<file path="src/rtl/spi_tgt_pkg.sv">
// Shared types and command-byte field positions for the SPI game target.
package spi_tgt_pkg;

  typedef enum logic [1:0] {
    IDLE = 2'd0,
    CMD  = 2'd1,
    DATA = 2'd2
  } state_t;

  localparam int CMD_ADDR_HI = 7;
  localparam int CMD_ADDR_LO = 3;
  localparam int CMD_WR_BIT  = 1;
  localparam int REG_COUNT   = 32;

  function automatic logic [4:0] cmd_addr(input logic [7:0] cmd);
    return cmd[CMD_ADDR_HI:CMD_ADDR_LO];
  endfunction

  function automatic logic cmd_is_write(input logic [7:0] cmd);
    return cmd[CMD_WR_BIT];
  endfunction

endpackage

</file>
<file path="src/rtl/spi_edge_sync.sv">
// Synchronizer chain plus rise/fall detect for one asynchronous SPI pin.
// Latency: STAGES Clk to q; edge flags are combinational on q, one Clk wide.
module spi_edge_sync #(
  parameter int   STAGES  = 2,
  parameter logic RST_VAL = 1'b0
) (
  input  logic Clk,
  input  logic Reset,
  input  logic din,
  output logic q,
  output logic rise,
  output logic fall
);

  logic [STAGES-1:0] chain;
  logic              prev;

  always_ff @(posedge Clk or posedge Reset) begin
    if (Reset) begin
      chain <= {STAGES{RST_VAL}};
      prev  <= RST_VAL;
    end else begin
      chain <= {chain[STAGES-2:0], din};
      prev  <= chain[STAGES-1];
    end
  end

  assign q    = chain[STAGES-1];
  assign rise = q & ~prev;
  assign fall = ~q & prev;

endmodule

</file>
<file path="src/rtl/spi_game_target.sv">
// SPI mode-0 target: 32-byte register window, regs 0..NUM_RW-1 writable, the rest status.
// Latency: SS_n fall to miso_oe SYNC_STAGES+1 Clk; no backpressure, the master paces all traffic.
module spi_game_target
  import spi_tgt_pkg::*;
#(
  parameter int SYNC_STAGES = 2,
  parameter int NUM_RW      = 16
) (
  input  logic                            Clk,
  input  logic                            Reset,
  input  logic                            spi_sclk,
  input  logic                            spi_ss_n,
  input  logic                            spi_mosi,
  output logic                            spi_miso,
  output logic                            miso_oe,
  input  logic [(REG_COUNT-NUM_RW)*8-1:0] status_in,
  output logic [NUM_RW*8-1:0]             ctrl_out,
  output logic                            wr_strobe,
  output logic [4:0]                      wr_addr,
  output logic                            busy
);

  localparam logic [5:0] RW_LIMIT = 6'(NUM_RW);

  logic sclk_q, sclk_rise, sclk_fall;
  logic ss_q, ss_rise, ss_fall;
  logic mosi_q, mosi_rise_unused, mosi_fall_unused;

  spi_edge_sync #(.STAGES(SYNC_STAGES), .RST_VAL(1'b0)) u_sclk_sync (
    .Clk(Clk), .Reset(Reset), .din(spi_sclk),
    .q(sclk_q), .rise(sclk_rise), .fall(sclk_fall)
  );

  spi_edge_sync #(.STAGES(SYNC_STAGES), .RST_VAL(1'b1)) u_ss_sync (
    .Clk(Clk), .Reset(Reset), .din(spi_ss_n),
    .q(ss_q), .rise(ss_rise), .fall(ss_fall)
  );

  spi_edge_sync #(.STAGES(SYNC_STAGES), .RST_VAL(1'b0)) u_mosi_sync (
    .Clk(Clk), .Reset(Reset), .din(spi_mosi),
    .q(mosi_q), .rise(mosi_rise_unused), .fall(mosi_fall_unused)
  );

  state_t     state;
  logic [2:0] bit_cnt;
  logic [7:0] rx_shift;
  logic [7:0] tx_shift;
  logic [4:0] ptr;
  logic       wr_mode;
  logic       load_pend;
  logic [7:0] ctrl_q [NUM_RW];
  logic [7:0] all_regs [REG_COUNT];
  logic [7:0] rx_byte;
  logic       sclk_seen_unused;

  assign sclk_seen_unused = sclk_q;
  assign rx_byte = {rx_shift[6:0], mosi_q};

  for (genvar g = 0; g < REG_COUNT; g++) begin : g_regs
    if (g < NUM_RW) begin : g_rw
      assign all_regs[g] = ctrl_q[g];
    end else begin : g_ro
      assign all_regs[g] = status_in[(g-NUM_RW)*8 +: 8];
    end
  end

  for (genvar g = 0; g < NUM_RW; g++) begin : g_ctrl_out
    assign ctrl_out[g*8 +: 8] = ctrl_q[g];
  end

  always_ff @(posedge Clk or posedge Reset) begin
    if (Reset) begin
      state     <= IDLE;
      bit_cnt   <= 3'd0;
      rx_shift  <= 8'd0;
      tx_shift  <= 8'd0;
      ptr       <= 5'd0;
      wr_mode   <= 1'b0;
      load_pend <= 1'b0;
      wr_strobe <= 1'b0;
      wr_addr   <= 5'd0;
      for (int i = 0; i < NUM_RW; i++) ctrl_q[i] <= 8'd0;
    end else begin
      wr_strobe <= 1'b0;
      load_pend <= 1'b0;
      // Read data is fetched one cycle after ptr settles so the snapshot sees the new address.
      if (load_pend) tx_shift <= all_regs[ptr];
      case (state)
        IDLE: begin
          bit_cnt <= 3'd0;
          if (ss_fall) begin
            state    <= CMD;
            tx_shift <= all_regs[NUM_RW];
          end
        end
        default: begin
          if (ss_rise) begin
            state   <= IDLE;
            bit_cnt <= 3'd0;
          end else if (sclk_rise) begin
            rx_shift <= rx_byte;
            bit_cnt  <= bit_cnt + 3'd1;
            if (bit_cnt == 3'd7) begin
              if (state == CMD) begin
                state     <= DATA;
                ptr       <= cmd_addr(rx_byte);
                wr_mode   <= cmd_is_write(rx_byte);
                load_pend <= ~cmd_is_write(rx_byte);
              end else begin
                ptr <= ptr + 5'd1;
                if (!wr_mode) begin
                  load_pend <= 1'b1;
                end else if ({1'b0, ptr} < RW_LIMIT) begin
                  for (int i = 0; i < NUM_RW; i++)
                    if (ptr == 5'(i)) ctrl_q[i] <= rx_byte;
                  wr_strobe <= 1'b1;
                  wr_addr   <= ptr;
                end
              end
            end
          end else if (sclk_fall && bit_cnt != 3'd0) begin
            // The fall right after a byte boundary (or a mode-0 violating first fall) keeps the fresh MSB.
            tx_shift <= {tx_shift[6:0], 1'b0};
          end
        end
      endcase
    end
  end

  assign miso_oe  = (state != IDLE);
  assign busy     = (state != IDLE);
  assign spi_miso = ((state == CMD) || (state == DATA && !wr_mode)) ? tx_shift[7] : 1'b0;

endmodule

</file>
<file path="config.mk">
export PLATFORM = sky130hd
export DESIGN_NAME = spi_game_target
export DESIGN_NICKNAME = d
export VERILOG_FILES = /design/src/rtl/spi_tgt_pkg.sv /design/src/rtl/spi_edge_sync.sv /design/src/rtl/spi_game_target.sv
export SDC_FILE = /design/constraint.sdc
export NUM_CORES = 1
export LEC_CHECK = 0
export BUFFER_PORTS_ARGS = -buffer_cell sky130_fd_sc_hd__buf_2
export CORE_MARGIN = 8
export CORE_UTILIZATION = 33
export CTS_BUF_LIST = sky130_fd_sc_hd__clkbuf_4 sky130_fd_sc_hd__clkbuf_8
export CTS_CLUSTER_SIZE = 20
export DETAILED_ROUTE_END_ITERATION = 16
export PLACE_DENSITY_LB_ADDON = 0.12
export RECOVER_POWER = 25
export SYNTH_ARGS = -nofsm -noshare
export SYNTH_HDL_FRONTEND = slang
export SYNTH_SLANG_ARGS = --single-unit
export TNS_END_PERCENT = 1
</file>
<file path="constraint.sdc">
create_clock -name Clk -period 7.1 [get_ports Clk]
set_input_delay 1.065 -clock Clk [delete_from_list [all_inputs] [get_ports Clk]]
set_output_delay 1.065 -clock Clk [all_outputs]
set_load 0.005 [all_outputs]
</file>
==> summary.md <==
| Metric | Value |
|---|---|
| # hold bufs at CTS | 0 |
| Max-slew violation count | 105 |
| Clock transition at path regs | 0.09 ns |
| Final setup viols | 0 |
| Chip height | 183 um |
| Total track usage | 19.3% |
| Avg WL per Cell | 25.0 um |
| Setup TNS | 0 ns |
| Sw power | 550 uW |
| Clock Sinks | 169 |
| Flops & latches, synth | 169 |
| Share of layout cells above drive strength 1 | 57.6% |
| Final Hold Viols | 0 |
| Initial DRT Pass Iterations | 5 |
| Net Count, Synth | 808 |
| Die Width | 183 um |
| Min cycle time layout | 4.29 ns |
| Area Overhead vs Synth | 21.3% |
| # diodes | 0 |
| Failing checks | capacitance limit, slew limit |
| # DRC | 0 |
| Post-synth EDFFs | 0 |
| Post-layout power | 1.97 mW |
| Clock power share | 35.8% |
| Via Count | 6878 |
| Final Wtd Congestion | 0.849 |
| Clk Latency, worst-skew pair | 0.45 ns |
| Initial antenna violation count | 0 |
| Htree depth | 4 |
| Post-route ant nets | 0 |
| Inserted Clock Buffers | 17 |
| Critical setup path kind | in -> async |
| HP Start | u_mosi_sync.chain[0] |
| Power Dens Cells | 177 mW/mm^2 |
| Register area share after synthesis | 45.9% |
| Int Pwr | 1.42 mW |
| Cell row count | 61 |
| Max clock buf depth | 2 |
| Max Fclk | 0.233 GHz |
| P_leak | 5.51 nW |
| Mean number of vias per cell | 5.30 |
| Slew margin rel. | -188% |
| Clock Skew | 0.0158 ns |
| Grt total ovfl | 0 |
| Post-synth ARST share | 100% |
| Yosys warns | 0 |
| Status | finished, violations left |
| DP HPWL | 24200 um |
| Tcrit/Tclk final | 60.4% |
| Most common cell after layout, fill and taps aside | buf_2 |
| Drt first-iter violations | 299 |
| Actual slew at the worst max-slew pin | 4.30 ns |
| CP arrival | 4.73 ns |
| Hold Worst Slack | 0.367 ns |
| Hold WC Path Type | reg -> reg |
| Top FF cell, synth | dfrtp_1 |
| Yosys cell types | 62 |
| Most frequent cells in the layout | buf_2, dfrtp_1, mux2_2 |
| Postcts setup bufs | 0 |
| Drt total wl | 32500 um |
| Vias in the first global route | 7348 |
| Clock root buffer | clkbuf_8 |
| Crit path launch type | input port |
| Nets | 1049 |
| Switching share of total power | 27.8% |
| CP endpoint kind | asynchronous set/reset pin |
| R2R depth | 7 |
| Core area | 0.0276 sq mm |
| First-pass GRT wire length | 48500 um |
| Initial Util | 33.4% |
| RSZ-0062 raised after global routing | false |
| Critical path data required time | 7.53 ns |
| Largest fanout on the critical path | 96 |
| Avg Inst Size Synth | 13.8 sq um |
| Origin of the critical flop-to-flop path | bit_cnt[0] |
| CTS tree | built |
| Logic pwr share | 8.3% |
| Synth Cell Area | 0.00922 sq mm |
| IO Port Bufs | 269 |
| Resized cells post-CTS | 0 |
| Hold path depth | 0 |
| Max-cap viol count | 2 |
| Post-Syn Instances | 667 |
| Sequential power share | 55.9% |
| Die outline area | 0.0336 sq mm |
| Top-level I/O count | 270 |
| Largest net degree at the start of global routing | 97 |
| Worst IR Drop VDD | 0.101 mV |
| Crit path launch | Reset |
[layer usage]
metal  global-route usage (%)  part of all wire [%]  routed length (um)  up-vias
li1                         -                     -                   -     3037
met1                     23.6                    41               13400     3541
met2                     32.9                    49               15900      278
met3                     5.64                   8.2                2650       22
met4                     4.94                   1.8                 579        0
met5                        0                     0                   0        -
[state kept, by name (all words and copies together), names as in the netlist]
| name | flops |
|---|---|
| wr_mode | 1 |
| load_pend | 1 |
| u_ss_sync.chain | 2 |
| u_sclk_sync.prev | 1 |
| state | 2 |
| u_ss_sync.prev | 1 |
| wr_strobe | 1 |
| bit_cnt | 3 |
| wr_addr | 5 |
| ctrl_out | 128 |
| tx_shift | 8 |
| ptr | 5 |
| u_mosi_sync.chain | 2 |
| u_sclk_sync.chain | 2 |
| rx_shift | 7 |
[stage by stage]
step	utilization (%)	setup WS, ns	cell area (sq um)	cells
after floorplan	-	1.46	9220	667
after global placement	39.1	3.74	10800	1267
after detailed placement	39.1	3.71	10800	1267
after CTS	40.6	3.69	11200	1298
after global routing	40.5	2.04	11200	1298
final	40.5	2.81	11200	1298
[cells in the mapped netlist (7+ instances only)]
| cell type | instances | share of area (%) |
|---|---|---|
| a221oi_1 | 8 | 0.76 |
| nand2_1 | 16 | 0.65 |
| a211oi_1 | 8 | 0.65 |
| mux2_2 | 153 | 19 |
| dfrtp_1 | 166 | 45 |
| buf_2 | 14 | 0.76 |
| inv_1 | 10 | 0.41 |
| mux2i_1 | 30 | 3.3 |
| nor2_1 | 14 | 0.57 |
| buf_1 | 8 | 0.33 |
| clkbuf_1 | 22 | 0.90 |
| a31oi_1 | 7 | 0.47 |
| ha_1 | 8 | 1.1 |
| o221ai_1 | 10 | 0.95 |
| o21ai_0 | 8 | 0.43 |
| mux4_2 | 46 | 11 |
| nor2b_1 | 14 | 0.95 |
| nand3_1 | 7 | 0.38 |
[cell families (layout without fill, tap and decap cells)]
family / Yosys count / after routing / synth area share, %
AO/OA/AOI/OAI: 88 / 88 / 7.35
XOR/XNOR: 1 / 1 / 0.0950
adder cells (fa/ha/maj): 8 / 8 / 1.09
buffers and inverters: 66 / 319 / 3.84
flip-flops: 169 / 169 / 45.9
multiplexers: 230 / 230 / 33.3
AND/OR/NAND/NOR: 105 / 105 / 8.40
[worst paths after layout]
check / endpoint / slack [ns]
hold / removal: u_mosi_sync.chain[1] / 0.37
max in group Clk: ctrl_out[72] / 3.45
setup / recovery: ctrl_out[61] / 2.81
min in group asynchronous: u_mosi_sync.chain[0] / 1.91
setup reg to reg: ctrl_out[72] / 3.45
hold reg to reg: u_mosi_sync.chain[1] / 0.37
[area by class of cell]
type	count	area, sq um
multi-input cells	432	4620
inverters	11	42.5
well taps	378	473
repair buffers	277	1400
fillers	2766	16400
flip-flops and latches	169	4240
clock inverters	9	113
clock buffers	22	290
[worst max-delay path, stage by stage]
cell and delay [ns]:
buf_2 0.10, clkinvlp_2 2.39, buf_4 1.07
[power by group through the flow]
stage          logic [mW]  registers, mW  clock network, mW
2_1_floorplan       0.156           1.02                  0
3_3_place_gp        0.165           1.13                  0
3_5_place_dp        0.166           1.13                  0
4_1_cts             0.167           1.11              0.731
5_1_grt             0.182           1.12              0.766
6_report            0.163           1.10              0.708
No activity file was read; power rests on OpenSTA's default activity.
